**src/rtl/mc_cpu_pkg.sv**
```systemverilog
// rtl/mc_cpu_pkg.sv - shared encodings for the multi-cycle MIPS-subset control path
package mc_cpu_pkg;

    typedef enum logic [2:0] {
        S_FETCH,
        S_DECODE,
        S_EXEC,
        S_MEM,
        S_WB,
        S_ERR
    } state_t;

    localparam logic [5:0] OP_RTYPE = 6'b000000;
    localparam logic [5:0] OP_J     = 6'b000010;
    localparam logic [5:0] OP_JAL   = 6'b000011;
    localparam logic [5:0] OP_BEQ   = 6'b000100;
    localparam logic [5:0] OP_BNE   = 6'b000101;
    localparam logic [5:0] OP_ADDI  = 6'b001000;
    localparam logic [5:0] OP_SLTI  = 6'b001010;
    localparam logic [5:0] OP_LUI   = 6'b001111;
    localparam logic [5:0] OP_LW    = 6'b100011;
    localparam logic [5:0] OP_SW    = 6'b101011;

    localparam logic [5:0] FN_JR    = 6'b001000;

    typedef enum logic [2:0] {
        ALU_ADD   = 3'd0,
        ALU_SUB   = 3'd1,
        ALU_FUNCT = 3'd2,
        ALU_SLT   = 3'd3,
        ALU_LUI   = 3'd4
    } alu_op_t;

    typedef enum logic [1:0] {
        PC_ALU    = 2'd0,
        PC_ALUOUT = 2'd1,
        PC_JUMP   = 2'd2,
        PC_RS     = 2'd3
    } pc_src_t;

    typedef enum logic [1:0] {
        SRCB_RT     = 2'd0,
        SRCB_FOUR   = 2'd1,
        SRCB_IMM    = 2'd2,
        SRCB_IMM_SH = 2'd3
    } alu_src_b_t;

    typedef enum logic [1:0] {
        DST_RT  = 2'd0,
        DST_RD  = 2'd1,
        DST_R31 = 2'd2
    } reg_dst_t;

    typedef enum logic [1:0] {
        M2R_ALUOUT = 2'd0,
        M2R_MDR    = 2'd1,
        M2R_PC     = 2'd2
    } mem_to_reg_t;

    function automatic logic is_legal_op(input logic [5:0] op);
        case (op)
            OP_RTYPE, OP_J, OP_JAL, OP_BEQ, OP_BNE,
            OP_ADDI, OP_SLTI, OP_LUI, OP_LW, OP_SW: return 1'b1;
            default:                                return 1'b0;
        endcase
    endfunction

endpackage

```
**src/rtl/mc_mem_wait.sv**
```systemverilog
// rtl/mc_mem_wait.sv - per-access wait-state counter with timeout flag
module mc_mem_wait #(
    parameter int MEM_TIMEOUT = 15
) (
    input  logic clk_i,
    input  logic rst_i,
    input  logic req_i,
    input  logic rdy_i,
    output logic timeout_o
);

    logic [7:0] wait_cnt;

    // Idle or completed access leaves the counter at zero, so every new access starts fresh.
    always_ff @(posedge clk_i) begin
        if (rst_i || !req_i || rdy_i) begin
            wait_cnt <= '0;
        end else if (wait_cnt != 8'(MEM_TIMEOUT)) begin
            wait_cnt <= wait_cnt + 8'd1;
        end
    end

    // A ready in the cycle the limit is reached still completes the access.
    assign timeout_o = req_i && !rdy_i && (wait_cnt == 8'(MEM_TIMEOUT));

endmodule

```
**src/rtl/mc_cpu_ctrl.sv**
```systemverilog
// rtl/mc_cpu_ctrl.sv - multi-cycle FETCH/DECODE/EXEC/MEM/WB control FSM with retire counter
module mc_cpu_ctrl
    import mc_cpu_pkg::*;
#(
    parameter int MEM_TIMEOUT = 15,
    parameter int RET_W       = 32
) (
    input  logic             clk_i,
    input  logic             rst_i,
    input  logic [5:0]       opcode_i,
    input  logic [5:0]       funct_i,
    input  logic             zero_i,
    input  logic             mem_rdy_i,
    output logic             mem_req_o,
    output logic             mem_we_o,
    output logic             iord_o,
    output logic             ir_we_o,
    output logic             pc_we_o,
    output logic [1:0]       pc_src_o,
    output logic             alu_src_a_o,
    output logic [1:0]       alu_src_b_o,
    output logic [2:0]       alu_op_o,
    output logic             reg_we_o,
    output logic [1:0]       reg_dst_o,
    output logic [1:0]       mem_to_reg_o,
    output logic             done_o,
    output logic             err_o,
    output logic [RET_W-1:0] retired_o
);

    state_t     state;
    state_t     state_nx;
    logic [5:0] op_q;
    logic       access;
    logic       timeout;
    logic [1:0] ex_src_b;
    logic [2:0] ex_alu_op;

    assign access = (state == S_FETCH) || (state == S_MEM);

    mc_mem_wait #(
        .MEM_TIMEOUT(MEM_TIMEOUT)
    ) u_mem_wait (
        .clk_i    (clk_i),
        .rst_i    (rst_i),
        .req_i    (access),
        .rdy_i    (mem_rdy_i),
        .timeout_o(timeout)
    );

    always_ff @(posedge clk_i) begin
        if (rst_i) begin
            state     <= S_FETCH;
            op_q      <= '0;
            retired_o <= '0;
        end else begin
            state <= state_nx;
            if (state == S_DECODE) begin
                op_q <= opcode_i;
            end
            if (done_o) begin
                retired_o <= retired_o + RET_W'(1);
            end
        end
    end

    // The EXEC ALU setup is held through MEM and WB so ALUOut keeps the address/result.
    always_comb begin
        ex_src_b  = SRCB_IMM;
        ex_alu_op = ALU_ADD;
        case (op_q)
            OP_RTYPE: begin
                ex_src_b  = SRCB_RT;
                ex_alu_op = ALU_FUNCT;
            end
            OP_BEQ, OP_BNE: begin
                ex_src_b  = SRCB_RT;
                ex_alu_op = ALU_SUB;
            end
            OP_SLTI: ex_alu_op = ALU_SLT;
            OP_LUI:  ex_alu_op = ALU_LUI;
            default: ;
        endcase
    end

    always_comb begin
        state_nx     = state;
        mem_req_o    = 1'b0;
        mem_we_o     = 1'b0;
        iord_o       = 1'b0;
        ir_we_o      = 1'b0;
        pc_we_o      = 1'b0;
        pc_src_o     = PC_ALU;
        alu_src_a_o  = 1'b0;
        alu_src_b_o  = SRCB_RT;
        alu_op_o     = ALU_ADD;
        reg_we_o     = 1'b0;
        reg_dst_o    = DST_RT;
        mem_to_reg_o = M2R_ALUOUT;
        done_o       = 1'b0;
        err_o        = 1'b0;

        // While reset is held every output stays quiet, abandoning any in-flight access.
        if (!rst_i) begin
            case (state)
                S_FETCH: begin
                    mem_req_o   = 1'b1;
                    alu_src_b_o = SRCB_FOUR;
                    ir_we_o     = mem_rdy_i;
                    pc_we_o     = mem_rdy_i;
                    if (mem_rdy_i) begin
                        state_nx = S_DECODE;
                    end else if (timeout) begin
                        state_nx = S_ERR;
                    end
                end
                S_DECODE: begin
                    alu_src_b_o = SRCB_IMM_SH;
                    if (!is_legal_op(opcode_i)) begin
                        state_nx = S_ERR;
                    end else if (opcode_i == OP_J || opcode_i == OP_JAL) begin
                        pc_we_o  = 1'b1;
                        pc_src_o = PC_JUMP;
                        done_o   = 1'b1;
                        state_nx = S_FETCH;
                        if (opcode_i == OP_JAL) begin
                            reg_we_o     = 1'b1;
                            reg_dst_o    = DST_R31;
                            mem_to_reg_o = M2R_PC;
                        end
                    end else if (opcode_i == OP_RTYPE && funct_i == FN_JR) begin
                        pc_we_o  = 1'b1;
                        pc_src_o = PC_RS;
                        done_o   = 1'b1;
                        state_nx = S_FETCH;
                    end else begin
                        state_nx = S_EXEC;
                    end
                end
                S_EXEC: begin
                    alu_src_a_o = 1'b1;
                    alu_src_b_o = ex_src_b;
                    alu_op_o    = ex_alu_op;
                    case (op_q)
                        OP_BEQ, OP_BNE: begin
                            pc_src_o = PC_ALUOUT;
                            pc_we_o  = zero_i ^ (op_q == OP_BNE);
                            done_o   = 1'b1;
                            state_nx = S_FETCH;
                        end
                        OP_LW, OP_SW: state_nx = S_MEM;
                        default:      state_nx = S_WB;
                    endcase
                end
                S_MEM: begin
                    alu_src_a_o = 1'b1;
                    alu_src_b_o = ex_src_b;
                    alu_op_o    = ex_alu_op;
                    mem_req_o   = 1'b1;
                    iord_o      = 1'b1;
                    mem_we_o    = (op_q == OP_SW);
                    if (mem_rdy_i) begin
                        if (op_q == OP_SW) begin
                            done_o   = 1'b1;
                            state_nx = S_FETCH;
                        end else begin
                            state_nx = S_WB;
                        end
                    end else if (timeout) begin
                        state_nx = S_ERR;
                    end
                end
                S_WB: begin
                    alu_src_a_o  = 1'b1;
                    alu_src_b_o  = ex_src_b;
                    alu_op_o     = ex_alu_op;
                    reg_we_o     = 1'b1;
                    reg_dst_o    = (op_q == OP_RTYPE) ? DST_RD : DST_RT;
                    mem_to_reg_o = (op_q == OP_LW) ? M2R_MDR : M2R_ALUOUT;
                    done_o       = 1'b1;
                    state_nx     = S_FETCH;
                end
                S_ERR: begin
                    err_o = 1'b1;
                end
                default: begin
                    state_nx = S_ERR;
                end
            endcase
        end
    end

endmodule

```
**config.mk**
```make
export PLATFORM = sky130hd
export DESIGN_NAME = mc_cpu_ctrl
export DESIGN_NICKNAME = d
export VERILOG_FILES = /design/src/rtl/mc_cpu_pkg.sv /design/src/rtl/mc_mem_wait.sv /design/src/rtl/mc_cpu_ctrl.sv
export SDC_FILE = /design/constraint.sdc
export NUM_CORES = 1
export LEC_CHECK = 0
export ABC_AREA = 1
export BUFFER_PORTS_ARGS = -buffer_cell sky130_fd_sc_hd__buf_2
export CORE_AREA = 5 5 85 87
export CTS_CLUSTER_DIAMETER = 30
export DETAILED_ROUTE_END_ITERATION = 8
export DIE_AREA = 0 0 90 92
export PLACE_DENSITY = 0.74
export SYNTH_ARGS = -nofsm -noshare
export SYNTH_HDL_FRONTEND = slang
export SYNTH_SLANG_ARGS = --single-unit
```
**constraint.sdc**
```tcl
create_clock -name clk_i -period 1.48 [get_ports clk_i]
set_input_delay 0.222 -clock clk_i [delete_from_list [all_inputs] [get_ports clk_i]]
set_output_delay 0.222 -clock clk_i [all_outputs]
set_load 0.05 [all_outputs]
```
After elaboration in Yosys (flattened, before gate mapping)
Cells that the tools add are included.
- add/sub/neg operators: 2
- equal/unequal tests: 23
- mux-type cells: 61
- bitwise operators: 1
- reductions and logical operators: 18
- operators by type and width (cell ; number):
    6-bit by 4-bit == test with 1-bit output (second input constant) ; 6
    32-bit by 1-bit adder with 32-bit output (second input constant) ; 1
    1-bit 2-to-1 mux ; 31
    2-bit 2-to-1 mux ; 13
    6-bit by 3-bit == test with 1-bit output (second input constant) ; 4
    6-bit == test (second input constant) ; 4
    3-bit 2-to-1 mux ; 7
    3-bit one-hot mux with 6 select lines ; 1
    6-bit by 2-bit == test with 1-bit output (second input constant) ; 2
    6-bit logical NOT ; 2
    2-bit one-hot mux with 2 select lines ; 3
    3-bit one-hot mux with 4 select lines ; 1
    10-bit OR reduction ; 1
    8-bit by 1-bit adder with 8-bit output (second input constant) ; 1
    8-bit by 4-bit == test with 1-bit output (second input constant) ; 1
    8-bit by 4-bit != test with 1-bit output (second input constant) ; 1
    3-bit by 2-bit == test with 1-bit output (second input constant) ; 2
    3-bit == test (second input constant) ; 2
    2-bit one-hot mux with 3 select lines ; 1
    3-bit one-hot mux with 2 select lines ; 1
    2-bit OR reduction ; 3
    3-bit OR reduction ; 2
    1-bit logical OR ; 4
    1-bit one-hot mux with 4 select lines ; 1
    other kinds (7) ; 10
- register bits after elaboration: 49
- logic and storage cells: 109

Longest topological paths before layout
- depth after elaboration: 8
- depth in mapped cells: 12
- gate-level depth less buffers: 11

Cells and area by module
A second synthesis with hierarchy kept.
- cell total of the unflattened synthesis: 487
- area total of the unflattened synthesis: 3000.4 µm²
- modules (own cells, without submodules) (module ; instances ; cells each ; area each (µm²) ; seq. area each (µm²)):
    mc_cpu_ctrl ; 1 ; 422 ; 2552.4 ; 820.8
    mc_mem_wait ; 1 ; 65 ; 447.9 ; 160.2

Worst setup path after synthesis
No wires, ideal clock.
- path type: reg-to-output
- from: register state[1]
- to: output port alu_op_o[0]
- arrival time: 2.443 ns
- required time: 1.258 ns
- setup slack: -1.185 ns
- stages on the path, launching flop included: 9
- cells stage by stage: dfxtp_1 -> buf_4 -> nor2_1 -> nand2_1 -> inv_1 -> a21oi_1 -> nor2_1 -> inv_1 -> a21oi_1
- cells in the longest elaborated chain, start to end: 4
- elaborated cells on any way between the ends: 6
- RTL lines (element ; RTL line ; source):
    start: declaration ; mc_cpu_ctrl.sv:31 ; state_t state;
    start signal: assignment ; mc_cpu_ctrl.sv:57 ; state <= state_nx;
    3-bit by 2-bit == test with 1-bit output or 3-bit == test (tied branches) ; mc_cpu_ctrl.sv:105 ; case (state)
    3-bit OR reduction (no line) (*) ; n/a ;
    3-bit 2-to-1 mux (*) ; mc_cpu_ctrl.sv:105 ;
    3-bit 2-to-1 mux (*) ; mc_cpu_ctrl.sv:104 ; if (!rst_i) begin
    end: declaration ; mc_cpu_ctrl.sv:22 ; output logic [2:0] alu_op_o,
Mark *: on every way between the ends. The rest lies on a longest branch, timed or not.

Worst setup path in the final report
- from: register state[1]
- to: register retired_o[19]
- cells in the longest elaborated chain, start to end: 3
- elaborated cells on any way between the ends: 6
- RTL lines (element ; RTL line ; source):
    3-bit == test, or another cell as far along ; mc_cpu_ctrl.sv:105 ;
    1-bit one-hot mux with 4 select lines (*) ; mc_cpu_ctrl.sv:105 ;
    1-bit 2-to-1 mux (*) ; mc_cpu_ctrl.sv:104 ;
    end signal: assignment ; mc_cpu_ctrl.sv:62 ; retired_o <= retired_o + RET_W'(1);
    end: declaration ; mc_cpu_ctrl.sv:28 ; output logic [RET_W-1:0] retired_o
Marked as above.
A chain may end at the register's enable or synchronous reset.

==> results.tsv <==
stage	metric	value	unit
yosys	synth_edf_count	0	
die	start_util	0.475	
sta	worstMarginPinSlew	0.404	ns
power	power.internal	2870	µW
cts	htree_num_levels	2	
hold_path	hold_class	primary input to flip-flop	
routing	wirelength	12.0	mm
critical_path	setup.worst_path.end_class	flip-flop	
critical_path	max_stage_delay	0.37	ns
placement	place_inst	662	
power	power.leakage	0.00219	µW
routing	dr.pass1.iters	5	
global_route	grt_max_degree	19	
yosys	synth_seq_cells	49	
global_route	first_global_vias	3643	
power	swShare	0.400	
die	die_y	92	µm
cts	clkSinkCount	49	
sta	layout_worst_path_cycle_share	1.29	
sta	rsz0062_at_grt	yes	
critical_path	r2r_start	state[1]	
status	violations	negative setup slack	
yosys	synthCells	468	
sta	period_minus_slack	1.92	ns
sta	drv_slew	0	
hold_path	min_from	opcode_i[5]	
critical_path	worstPathCellList	buf_6 -> nand2_4 -> nor2_4 -> nand2_2 -> nand2_2 -> nor2_4 -> nand2_4 -> buf_4 -> buf_12 -> buf_6 -> buf_16 -> nand3_1 -> nand2_1 -> nor2_1	
yosys	synth_top_area_share	0.329	
placement	dpl-instance-area	4130	µm²
routing	wl_per_cell	17.3	µm
final_layout	nNetsFinal	633	
yosys	synth_most_common_cell	nand2_1	
global_route	grt_util_all_layers	0.240	
global_route	antenna_found_initial	0	
critical_path	worst_r2r_path_depth	14	
final_layout	stdcell_count	693	
cts	cts_tree	done	
final_layout	synthToLayoutAreaGrowth	71.7	%
placement	dp_hpwl	6.45	mm
sta	max_freq	522	MHz
power	pwr-share-clk	0.177	
critical_path	criticalPathCategory	flip-flop to flip-flop	
power	p_sw	1910	µW
yosys	synth_nets	486	
cts	insertion_delay	0.32	ns
final_layout	drive_gt1_frac	0.521	
critical_path	reg2reg_slack	-0.44	ns
die	core	6280	µm²
power	p_per_area	935	nW/µm²
critical_path	slowest_stage	dfxtp_4	
global_route	grt_pass1_wl	16.8	mm
cts	cts_buffers	5	
yosys	synth_largest_area_cell	dfxtp_1	
status	status	finished with violations	
final_layout	fin_area	5120	µm²
critical_path	cp_max_fo	5	
sta	hold_viol_final	0	
die	die_area	8280	µm²
routing	drt_iter0_drc	396	
placement	place_ws	-0.259	ns
sta	slew_headroom	0.729	
yosys	ys_seq_area_frac	0.329	
global_route	overflow	0	
die	io_pins	68	
yosys	syn_area	2980	µm²
critical_path	cp.arrival	2.17	ns
critical_path	required	1.73	ns
routing	drc	0	
critical_path	r2r-end	retired_o[19]	
hold_path	holdPathEnd	op_q[5]	
yosys	synth.top_cells.by_area	dfxtp_1, nand2_1, nor2_1	
placement	port_buffers	67	
cts	cts_root_buf	clkbuf_8	
power	total_power	4790	µW
final_layout	n_antenna_cell	0	
sta	setup_slack	-0.436	ns
yosys	async_reset_ff_frac	0	
sta	skew	0.00998	ns
routing	vias_per_cell	5.62	
power	ir_worst_vdd	0.638	mV
run	maxCapViolCount	0	
die	rows	29	
routing	vias	3897	
placement	place.gp.congestion	0.897	
cts	clk_pin_slew_worst_paths	0.10	ns
yosys	synth_cell_types	36	
die	die_x	90	µm
power	combPwrFrac	0.506	
cts	cts.path.max_buffers	2	
routing	ant_nets	0	
yosys	synthTopCellsByCount	nand2_1, nor2_1, inv_1	
critical_path	cp-start-kind	flip-flop	
yosys	avgSynthCellArea	6.37	µm²
yosys	synthFlopType	dfxtp_1	
power	power_frac_seq	0.317	
yosys	ys_warn_count	0	
hold_path	whs_path_depth	4	
sta	setup_viol	54	
==> worst max-delay path by stage <==
stage | from | endpoint | slack (ns) | cells past startpoint
global placement | state[2] | alu_src_b_o[1] | -0.19 | 6
global route | state[1] | retired_o[12] | -0.51 | 14
floorplan | state[0] | reg_we_o | -0.67 | 5
finish | state[1] | retired_o[19] | -0.44 | 14
CTS | state[1] | pc_src_o[0] | -0.38 | 7
detailed placement | opcode_i[4] | retired_o[4] | -0.26 | 11
==> power by group through the flow <==
stage,Clock [µW],Combinational [µW],Sequential (µW)
2_1_floorplan,0,922,1540
3_3_place_gp,0,1390,1500
3_5_place_dp,0,1420,1500
4_1_cts,835,2010,1490
5_1_grt,902,2540,1520
6_report,848,2420,1520
==> cell type report <==
cell class | instances | area, µm²
inverter | 54 | 211
sequential | 49 | 1060
multi-input combinational | 351 | 2230
clock buffer | 6 | 72.6
tap | 77 | 96.3
timing repair buffer | 154 | 1430
fill | 358 | 1160
clock inverter | 2 | 13.8
==> placed cells by master (no fill, tap or decap), drive strengths merged <==
| cell type | instances |
|---|---|
| nor2 | 97 |
| nand3 | 49 |
| or2 | 1 |
| buf | 150 |
| inv | 54 |
| nand2 | 109 |
| a211oi | 2 |
| nand4 | 9 |
| nand3b | 1 |
| nor4 | 5 |
| a21oi | 43 |
| clkinv | 1 |
| a31oi | 2 |
| clkinvlp | 1 |
| and2 | 1 |
| xnor2 | 2 |
| nor3 | 14 |
| dfxtp | 49 |
| ha | 2 |
| o21bai | 1 |
| o21ai | 9 |
| xor2 | 4 |
| clkbuf | 10 |
==> routing by layer <==
metal / routed length [µm] / vias to the layer above / global-route usage
met5: 0 / - / 0
met4: 468 / 0 / 0.0868
met3: 884 / 49 / 0.0524
met2: 6180 / 215 / 0.441
met1: 4430 / 1828 / 0.271
li1: - / 1805 / -
==> stage by stage <==
| stage | hold WS, ns | TNS (ns) | util |
|---|---|---|---|
| 2_1_floorplan | 0.357 | -4.80 | - |
| 3_3_place_gp | 0.473 | -5.24 | 0.658 |
| 3_5_place_dp | 0.479 | -7.98 | 0.658 |
| 4_1_cts | 0.240 | -13.57 | 0.768 |
| 5_1_grt | 0.308 | -20.35 | 0.816 |
| 6_report | 0.235 | -17.07 | 0.816 |
==> state kept, by name, indices dropped and copies added (netlist names) <==
signal and count:
state 3, u_mem_wait.wait_cnt 8, op_q 6, retired_o 32
==> kinds of logic (layout without fill, tap and decap cells) <==
group,count (synthesis),in the layout,synth area share
fa+ha+maj,2,2,0.00839
buf+inv,68,216,0.104
compound gates,57,57,0.100
flops,49,49,0.329
simple gates,286,286,0.441
xor+xnor,6,6,0.0176
==> critical path, delay by kind of cell (launching register included) <==
kind / cells / cell delay, ns
AND/OR/NAND/NOR: 9 / 0.78
buffers and inverters: 5 / 0.67
flip-flops: 1 / 0.37
==> what timing repair did <==
action / CTS / global route
buffers inserted: 9 / 7
hold buffers: 0 / 0
setup endpoints to repair: 57 / 58
pin swaps: 14 / 20
resized for setup: 112 / 45
gates cloned: 5 / 5
Note: power is estimated with default switching activity, not from simulation.
